<file path="src/rtl/seq_det_pkg.sv">
// seq_det_pkg: shared defaults and FSM state encoding for the sequence detector
package seq_det_pkg;
    localparam int SD_MAX_LEN = 8;
    localparam int SD_CNT_W = 16;
    localparam int SD_LEN_W = $clog2(SD_MAX_LEN + 1);
    typedef logic [1:0] state_t;
    localparam state_t IDLE = 2'd0;
    localparam state_t RUN = 2'd1;
    localparam state_t REPORT = 2'd2;
    localparam state_t DONE = 2'd3;
endpackage

</file>
<file path="src/rtl/seq_det_if.sv">
// seq_det_if: serial bit stream and match event handshakes
// bit_valid/bit_in/bit_ready: serial input; evt_valid/evt_ready/evt_pos: match events
interface seq_det_if import seq_det_pkg::*; #(
    parameter int CNT_W = SD_CNT_W
);
    logic bit_valid;
    logic bit_in;
    logic bit_ready;
    logic evt_valid;
    logic evt_ready;
    logic [CNT_W-1:0] evt_pos;
    modport master(output bit_valid, bit_in, evt_ready, input bit_ready, evt_valid, evt_pos);
    modport slave(input bit_valid, bit_in, evt_ready, output bit_ready, evt_valid, evt_pos);
endinterface

</file>
<file path="src/rtl/seq_det_matcher.sv">
// seq_det_matcher: history shift register, fill counter and masked pattern compare
// clr restarts the history; shift accepts bit_in; match flags the post-shift compare
module seq_det_matcher import seq_det_pkg::*; #(
    parameter int MAX_LEN = SD_MAX_LEN,
    localparam int LEN_W = $clog2(MAX_LEN + 1)
) (
    input  logic               clk,
    input  logic               rst,
    input  logic               clr,
    input  logic               shift,
    input  logic               bit_in,
    input  logic [MAX_LEN-1:0] pattern,
    input  logic [LEN_W-1:0]   len,
    input  logic               overlap,
    output logic               match
);
    logic [MAX_LEN-1:0] history, hist_n, mask;
    logic [LEN_W-1:0] fill, fill_n;
    // match is evaluated on the values the shift is about to store
    always_comb begin
        hist_n = {history[MAX_LEN-2:0], bit_in};
        fill_n = (fill == LEN_W'(MAX_LEN)) ? fill : fill + 1'b1;
        mask = ~({MAX_LEN{1'b1}} << len);
        match = shift && (fill_n >= len) && (((hist_n ^ pattern) & mask) == '0);
    end
    always_ff @(posedge clk or posedge rst) begin
        if (rst) begin
            history <= '0;
            fill <= '0;
        end else if (clr) begin
            history <= '0;
            fill <= '0;
        end else if (shift) begin
            history <= hist_n;
            fill <= (match && !overlap) ? '0 : fill_n;
        end
    end
endmodule

</file>
<file path="src/rtl/seq_det_ctrl.sv">
// seq_det_ctrl: programmable serial pattern detector with match events and limits
// start/abort/cfg_*: control and configuration; bus: bit stream and event port
// match_count/busy/done/cfg_err: status
module seq_det_ctrl import seq_det_pkg::*; #(
    parameter int MAX_LEN = SD_MAX_LEN,
    parameter int CNT_W = SD_CNT_W,
    localparam int LEN_W = $clog2(MAX_LEN + 1)
) (
    input  logic               clk,
    input  logic               rst,
    input  logic               start,
    input  logic               abort,
    input  logic [MAX_LEN-1:0] cfg_pattern,
    input  logic [LEN_W-1:0]   cfg_len,
    input  logic               cfg_overlap,
    input  logic [CNT_W-1:0]   cfg_max_matches,
    input  logic [CNT_W-1:0]   cfg_window,
    seq_det_if.slave           bus,
    output logic [CNT_W-1:0]   match_count,
    output logic               busy,
    output logic               done,
    output logic               cfg_err
);
    state_t state;
    logic [MAX_LEN-1:0] pat_q;
    logic [LEN_W-1:0] len_q;
    logic ovl_q, len_ok, arm, shift, match;
    logic [CNT_W-1:0] max_q, win_q, bit_count, bc_n, mc_n;
    always_comb begin
        len_ok = (cfg_len != '0) && (cfg_len <= LEN_W'(MAX_LEN));
        arm = (state == IDLE) && start && !abort && len_ok;
        shift = (state == RUN) && bus.bit_valid && !abort;
        bc_n = (&bit_count) ? bit_count : bit_count + 1'b1;
        mc_n = (&match_count) ? match_count : match_count + 1'b1;
        bus.bit_ready = state == RUN;
        busy = state != IDLE;
        done = state == DONE;
    end
    seq_det_matcher #(.MAX_LEN(MAX_LEN)) u_matcher (
        .clk(clk),
        .rst(rst),
        .clr(arm),
        .shift(shift),
        .bit_in(bus.bit_in),
        .pattern(pat_q),
        .len(len_q),
        .overlap(ovl_q),
        .match(match)
    );
    always_ff @(posedge clk or posedge rst) begin
        if (rst) begin
            state <= IDLE;
            pat_q <= '0;
            len_q <= '0;
            ovl_q <= 1'b0;
            max_q <= '0;
            win_q <= '0;
            bit_count <= '0;
            match_count <= '0;
            bus.evt_valid <= 1'b0;
            bus.evt_pos <= '0;
            cfg_err <= 1'b0;
        end else begin
            cfg_err <= (state == IDLE) && start && !abort && !len_ok;
            if (abort && state != IDLE) begin
                state <= IDLE;
                bus.evt_valid <= 1'b0;
            end else if (arm) begin
                pat_q <= cfg_pattern;
                len_q <= cfg_len;
                ovl_q <= cfg_overlap;
                max_q <= cfg_max_matches;
                win_q <= cfg_window;
                bit_count <= '0;
                match_count <= '0;
                state <= RUN;
            end else if (shift) begin
                bit_count <= bc_n;
                if (match) begin
                    bus.evt_valid <= 1'b1;
                    bus.evt_pos <= bit_count;
                    state <= REPORT;
                end else if (win_q != '0 && bc_n >= win_q) begin
                    state <= DONE;
                end
            end else if (state == REPORT && bus.evt_ready) begin
                bus.evt_valid <= 1'b0;
                match_count <= mc_n;
                state <= ((max_q != '0 && mc_n >= max_q) || (win_q != '0 && bit_count >= win_q)) ? DONE : RUN;
            end else if (state == DONE) begin
                state <= IDLE;
            end
        end
    end
endmodule

</file>
<file path="src/flat_wrapper.sv">
// flat-port wrapper written by rule: the top's interface ports become plain ports
module seq_det_ctrl_flat import seq_det_pkg::*;
#(
    parameter int MAX_LEN = SD_MAX_LEN,
    parameter int CNT_W = SD_CNT_W,
    localparam int LEN_W = $clog2(MAX_LEN + 1)
)
  (clk, rst, start, abort, cfg_pattern, cfg_len, cfg_overlap, cfg_max_matches, cfg_window, match_count, busy, done, cfg_err, bus_bit_valid, bus_bit_in, bus_evt_ready, bus_bit_ready, bus_evt_valid, bus_evt_pos);
  seq_det_if #(.CNT_W(CNT_W)) bus_i ();
  input  logic clk;
  input  logic rst;
  input  logic start;
  input  logic abort;
  input  logic [MAX_LEN-1:0] cfg_pattern;
  input  logic [LEN_W-1:0] cfg_len;
  input  logic cfg_overlap;
  input  logic [CNT_W-1:0] cfg_max_matches;
  input  logic [CNT_W-1:0] cfg_window;
  output logic [CNT_W-1:0] match_count;
  output logic busy;
  output logic done;
  output logic cfg_err;
  input wire logic [$bits(bus_i.bit_valid)-1:0] bus_bit_valid;
  input wire logic [$bits(bus_i.bit_in)-1:0] bus_bit_in;
  input wire logic [$bits(bus_i.evt_ready)-1:0] bus_evt_ready;
  output wire logic [$bits(bus_i.bit_ready)-1:0] bus_bit_ready;
  output wire logic [$bits(bus_i.evt_valid)-1:0] bus_evt_valid;
  output wire logic [$bits(bus_i.evt_pos)-1:0] bus_evt_pos;
  assign bus_i.bit_valid = bus_bit_valid;
  assign bus_i.bit_in = bus_bit_in;
  assign bus_i.evt_ready = bus_evt_ready;
  assign bus_bit_ready = bus_i.bit_ready;
  assign bus_evt_valid = bus_i.evt_valid;
  assign bus_evt_pos = bus_i.evt_pos;
  seq_det_ctrl #(.MAX_LEN(MAX_LEN), .CNT_W(CNT_W)) u_core (.clk(clk), .rst(rst), .start(start), .abort(abort), .cfg_pattern(cfg_pattern), .cfg_len(cfg_len), .cfg_overlap(cfg_overlap), .cfg_max_matches(cfg_max_matches), .cfg_window(cfg_window), .bus(bus_i), .match_count(match_count), .busy(busy), .done(done), .cfg_err(cfg_err));
endmodule
</file>
<file path="config.mk">
export PLATFORM = sky130hd
export DESIGN_NAME = seq_det_ctrl_flat
export DESIGN_NICKNAME = d
export VERILOG_FILES = /design/src/rtl/seq_det_pkg.sv /design/src/rtl/seq_det_if.sv /design/src/rtl/seq_det_matcher.sv /design/src/rtl/seq_det_ctrl.sv /design/src/flat_wrapper.sv
export SDC_FILE = /design/constraint.sdc
export NUM_CORES = 1
export LEC_CHECK = 0
export BUFFER_PORTS_ARGS = -buffer_cell sky130_fd_sc_hd__buf_2
export CAP_MARGIN = 20
export CELL_PAD_IN_SITES_DETAIL_PLACEMENT = 1
export CELL_PAD_IN_SITES_GLOBAL_PLACEMENT = 1
export CORE_UTILIZATION = 45
export DETAILED_ROUTE_END_ITERATION = 10
export PLACE_DENSITY_LB_ADDON = 0.2
export SLEW_MARGIN = 15
export SYNTH_ARGS = -nofsm -noshare
export SYNTH_HDL_FRONTEND = slang
export SYNTH_SLANG_ARGS = --single-unit
export TNS_END_PERCENT = 5
</file>
<file path="constraint.sdc">
create_clock -name clk -period 3.9 [get_ports clk]
set_clock_uncertainty 0.05 [all_clocks]
set_input_delay 0.195 -clock clk [delete_from_list [all_inputs] [get_ports clk]]
set_output_delay 0.195 -clock clk [all_outputs]
set_load 0.005 [all_outputs]
</file>
# After elaboration in Yosys (flattened, before gate mapping)
# Index checks and enable logic that the tools add are counted.
[totals] ff_bits=108 inputBits=52 output_inout_bits=37 wordCells=98
[classes] addsub=3 magnitude_cmp=5 n_eq_ne=8 shifts=1 n_mux=26 n_bitwise=5 n_reduce_logical=37
[ops] op="16-bit 2-to-1 mux" count=7
[ops] op="16-bit greater-or-equal comparator" count=3
[ops] op="16-bit by 1-bit adder with 16-bit output, second input constant" count=2
[ops] op="16-bit AND reduction" count=2
[ops] op="16-bit nonzero test" count=2
[ops] op="2-bit 2-to-1 mux" count=8
[ops] op="4-bit 2-to-1 mux" count=4
[ops] op="1-bit logical AND" count=15
[ops] op="7-bit 2-to-1 mux" count=2
[ops] op="8-bit AND" count=1
[ops] op="8-bit zero test" count=1
[ops] op="8-bit inverter" count=1
[ops] op="8-bit by 4-bit << shifter with 8-bit output, first input constant" count=1
[ops] op="8-bit XOR" count=1
[ops] op="2-bit AND reduction" count=3
[ops] op="3-bit AND reduction" count=2
[ops] op="2-bit nonzero test" count=3
[ops] op="1-bit 2-to-1 mux" count=5
[ops] op="5-bit by 1-bit != test with 1-bit output, second input constant" count=1
[ops] op="5-bit nonzero test" count=1
[ops] op="4-bit by 1-bit adder with 4-bit output, second input constant" count=1
[ops] op="2-bit equality test, second input constant" count=2
[ops] op="4-bit equality test, second input constant" count=1
[ops] op="4-bit greater-or-equal comparator" count=1
[ops] op="12 further kinds" count=15

# Depth between registers and ports, before layout
[logic_depth] ltp_word=10 depth_mapped=14 mapped_depth_nobuf=13

# By module
# A second synthesis with hierarchy kept.
[hier_totals] cells_unflattened=749 hier_area_um2=6772.7
[by_module_without_submodules] mod="seq_det_ctrl" instances=1 cells_per_inst=655 area_each_um2=5905.7 seq_area_each_um2=2427.3
[by_module_without_submodules] mod="seq_det_matcher" instances=1 cells_per_inst=94 area_each_um2=867.1 seq_area_each_um2=275.3

# Worst setup path after synthesis
# OpenSTA, ideal clock, no wires.
[synth_timing] path_kind="register -> register" startpoint="register u_core.match_count[3]" endpoint="register u_core.state[1]" setup_time_ps=122 t_arrival_ps=2671 required_time_ps=3728 setup_slack_ps=1057 stages_incl_launch_ff=13 path_buffers=0 period_less_slack_ps=2843 cell_sequence="dfrtp_1 nand4_2 nor4_4 nand2_2 xnor2_1 ha_1 nand2b_1 a2111oi_0 a2111oi_0 o21ai_0 o2111ai_1 a21oi_1 o2bb2ai_1"
[synth_via] elab_chain_cells=10 elab_cells_between_ends=11 cone_classes="add/sub (1); order compare (1); mux (6); reduce/logical (3)"
[synth_lines] item="start, declared" line_no="seq_det_ctrl.sv:19" text="output logic [CNT_W-1:0] match_count,"
[synth_lines] item="start signal, assigned" line_no="seq_det_ctrl.sv:88" text="match_count <= mc_n;"
[synth_lines] item="16-bit by 1-bit adder with 16-bit output or 16-bit AND reduction (tied branches)" line_no="seq_det_ctrl.sv:34" text="mc_n = (&match_count) ? match_count : match_count + 1'b1;"
[synth_lines] item="16-bit 2-to-1 mux *" line_no="seq_det_ctrl.sv:34"
[synth_lines] item="16-bit greater-or-equal comparator *" line_no="seq_det_ctrl.sv:89" text="state <= ((max_q != '0 && mc_n >= max_q) || (win_q != '0 && bit_count >= win_q)) ? DONE : RUN;"
[synth_lines] item="1-bit logical AND *" line_no="seq_det_ctrl.sv:89"
[synth_lines] item="1-bit logical OR *" line_no="seq_det_ctrl.sv:89"
[synth_lines] item="2-bit 2-to-1 mux *" line_no="seq_det_ctrl.sv:89"
[synth_lines] item="2-bit 2-to-1 mux *" line_no="seq_det_ctrl.sv:86" text="end else if (state == REPORT && bus.evt_ready) begin"
[synth_lines] item="2-bit 2-to-1 mux *" line_no="seq_det_ctrl.sv:77" text="end else if (shift) begin"
[synth_lines] item="2-bit 2-to-1 mux *" line_no="seq_det_ctrl.sv:68" text="end else if (arm) begin"
[synth_lines] item="2-bit 2-to-1 mux *" line_no="seq_det_ctrl.sv:65" text="if (abort && state != IDLE) begin"
[synth_lines] item="end signal, assigned" line_no="seq_det_ctrl.sv:89"
[synth_lines] item="end, declared" line_no="seq_det_ctrl.sv:24" text="state_t state;"
# Mark *: on every way between the ends. The rest lies on a longest branch, timed or not.
# A chain may end at the register's enable or synchronous reset.

# Final worst setup path
[layout_timing] startpoint="register u_core.bit_count[10]" endpoint="register u_core.state[1]"
[layout_via] elab_chain_cells=8 elab_cells_between_ends=15 cone_classes="add/sub (1); order compare (2); eq/ne (1); mux (6); reduce/logical (5)"
[layout_lines] item="start, declared" line_no="seq_det_ctrl.sv:28" text="logic [CNT_W-1:0] max_q, win_q, bit_count, bc_n, mc_n;"
[layout_lines] item="start signal, assigned" line_no="seq_det_ctrl.sv:78" text="bit_count <= bc_n;"
[layout_lines] item="branches (longest 8 deep; another with 16-bit by 1-bit adder with 16-bit output)"
# Several ways; the timed one is not identified.

==> metrics.cfg <==
[outcome]
status = finished clean

[global_route]
overflow = 0
antenna_found_initial = 0
grt_pass1_vias = 5601
grt.total_usage_pct = 25.1
grt_pass1_wl_um = 28800
grt_max_degree = 57

[power_and_ir_drop]
clockPowerShare_pct = 26.2
combPwrFrac_pct = 27.3
ir_worst_vdd_mv = 0.250
power_density_nw_per_um2 = 438
leakagePower_nw = 3.82
switching_share_pct = 33.2
internal_power_mw = 2.20
seqPwrFrac_pct = 46.5
p_sw_mw = 1.09

[run]
drv_cap = 0

[route]
wl_per_cell_um = 19.0
totalWireLength_um = 17900
vias_per_cell = 5.67
drt_iter0_drc = 267
vias = 5355
drc = 0
drtAntennaViolNets = 0
dr.pass1.iters = 4

[yosys]
postSynthCellCount = 672
yosysWarnings = 0
synth_nets = 780
synth-seq-area-share_pct = 41.0
synth_cell_types = 60
syn_avg_cell_area_um2 = 9.80
synthFlopType = dfrtp_1
syn_area_um2 = 6580
ys_async_sr_fraction_pct = 100
synth_edf_count = 0
yosys_register_bits = 108

[critical_path]
rrSetupSlack_ns = 0.63
cp.arrival_ns = 3.46
r2r_cells = 12
reg2reg_to = u_core.state[1]
crit_path_end_kind = register
path_class = reg2reg
rr_startpoint = u_core.bit_count[10]
crit_required_ns = 4.09
start_kind = register
critPathMaxFanout = 8

[placement]
dp_slack_ns = 0.639
dp.final_hpwl_um = 13400
place.gp.congestion = 0.861
port_buffers = 88

[clock_network]
cts.path.max_buffers = 2
h-tree-depth = 3
clkTransAtPathRegs_ns = 0.07
clkLatencyLatePin_ns = 0.36
numCtsBuffers = 9
cts.sinks = 108
clock-root-buffer = clkbuf_16
cts_resized = 0
cts_tree = done

[cells_and_area]
layout_commonest_cell = dfrtp_1
diodes = 0
drive_above_1_share_pct = 26.1
area_growth_pct = 14.1
nets = 868
final_cell_mix = dfrtp_1, buf_2, nand2_1

[sta]
finalMaxSlewViolations = 0
slew_headroom_pct = 46.5
fmax_ghz = 0.306
finalCriticalPeriod_ns = 3.27
worst_slew_pin_slew_ns = 0.803
fin_crit_sh_pct = 83.8
rsz0062_at_grt = no
setup_viol = 0
finalSetupTns_ns = 0
hold_ws_ns = 0.0177
setup_slack_ns = 0.630
hold_viol = 0

[die]
rows = 43
initial_core_util_pct = 46.7
core_um2 = 14100
ios = 89
die_y_um = 123
die_w_um = 123
die_area_um2 = 15100

[hold_path]
worstHoldPathType = in2reg
holdPathEnd = u_core.u_matcher.history[0]
worstHoldStart = bus_bit_in
worstHoldPathCells = 3

synthesized netlist by cell type (all sizes together), types with 2 or more instances:
cell / number / area, µm²
a21o: 8 / 60.1
dfrtp: 108 / 2700
nor2b: 7 / 43.8
a21bo: 2 / 20.0
nand2: 84 / 325
xnor2: 23 / 201
a211oi: 2 / 15.0
a2111oi: 4 / 35.0
a211o: 2 / 17.5
a31oi: 10 / 68.8
ha: 56 / 701
mux2: 60 / 679
nand3: 34 / 193
a21oi: 39 / 214
o21ai: 41 / 209
nor2: 34 / 128
o31ai: 4 / 30.0
or2: 2 / 12.5
o21a: 6 / 45.0
and2: 3 / 18.8
clkbuf: 7 / 26.3
nor3: 11 / 76.3
and3: 13 / 82.6
nor4: 12 / 105
o22ai: 3 / 18.8
xor2: 8 / 70.1
and4: 3 / 31.3
nand2b: 6 / 37.5
buf: 15 / 75.1
nand4: 10 / 75.1
inv: 44 / 165
area by class of cell:
| cell class | count | area, µm² |
|---|---|---|
| Clock inverter | 4 | 25.0 |
| Sequential cell | 108 | 2700 |
| Fill cell | 1629 | 6580 |
| Timing Repair Buffer | 99 | 531 |
| Tap cell | 180 | 225 |
| Multi-Input combinational cell | 498 | 3620 |
| Inverter | 44 | 168 |
| Clock buffer | 12 | 246 |
stage by stage:
| step | std cells | util, % | area (µm²) | total power [mW] |
|---|---|---|---|---|
| after CTS | 945 | 53.3 | 7510 | 3.33 |
| final | 945 | 53.3 | 7510 | 3.29 |
| after global routing | 945 | 53.3 | 7510 | 3.48 |
| after global placement | 926 | 51.2 | 7210 | 2.35 |
| after floorplan | 672 | - | 6580 | 2.11 |
| after detailed placement | 926 | 51.2 | 7210 | 2.42 |
power by group through the flow:
stage	Clock, mW	Sequential [mW]	Combinational (mW)
CTS	0.891	1.53	0.910
finish	0.862	1.53	0.900
global placement	0	1.53	0.819
global route	0.925	1.56	1.00
floorplan	0	1.46	0.645
detailed placement	0	1.54	0.882
worst max-delay path: stages, from the launching register on:
cell and delay [ns]:
dfrtp_1 0.49, nand3_1 0.25, nor4_4 0.58, a21oi_2 0.17
nor2_1 0.21, ha_1 0.29, a211o_1 0.30, a31oi_1 0.15
nor4_1 0.07, o21ai_0 0.20, a31oi_1 0.12, o21ai_0 0.19
o2bb2ai_1 0.08
state kept, by name (all words and copies together) (netlist names):
signal	cells
u_core.pat_q	8
u_core.bit_count	16
u_core.u_matcher.fill	4
u_core.bus.evt_pos	16
u_core.ovl_q	1
u_core.bus.evt_valid	1
u_core.win_q	16
u_core.len_q	4
u_core.cfg_err	1
u_core.u_matcher.history	7
u_core.match_count	16
u_core.state	2
u_core.max_q	16
logic make-up after synthesis:
kind of cell | Yosys count | share of synthesized area [%]
xor+xnor | 31 | 4.12
compound gates | 130 | 12.4
flops | 108 | 41.0
mux | 60 | 10.3
simple gates | 221 | 17.5
fa+ha+maj | 56 | 10.6
buf+inv | 66 | 4.05
what timing repair did:
action	in CTS	in global routing
hold endpoints to repair	55	0
hold buffers	3	0
buffers inserted	0	0
metal layers:
layer  routed length, µm  vias up  track usage, %
met3                 672       14            4.61
met1                7990     2697            32.1
met5                   0        -               0
met4                 163        0            5.18
met2                9110       85            44.0
li1                    -     2559               -
worst max path at each step:
| stage | startpoint | endpoint | slack, ns | cells after the start |
|---|---|---|---|---|
| 5_1_grt | u_core.match_count[3] | u_core.state[1] | 0.37 | 12 |
| 6_report | u_core.bit_count[10] | u_core.state[1] | 0.63 | 12 |
| 2_1_floorplan | rst | u_core.bit_count[0] | 0.81 | 1 |
| 4_1_cts | u_core.bit_count[3] | u_core.state[1] | 0.62 | 12 |
| 3_3_place_gp | u_core.bit_count[3] | u_core.state[1] | 0.83 | 12 |
| 3_5_place_dp | u_core.bit_count[10] | u_core.state[1] | 0.64 | 12 |
(Power assumes the default switching activity.)
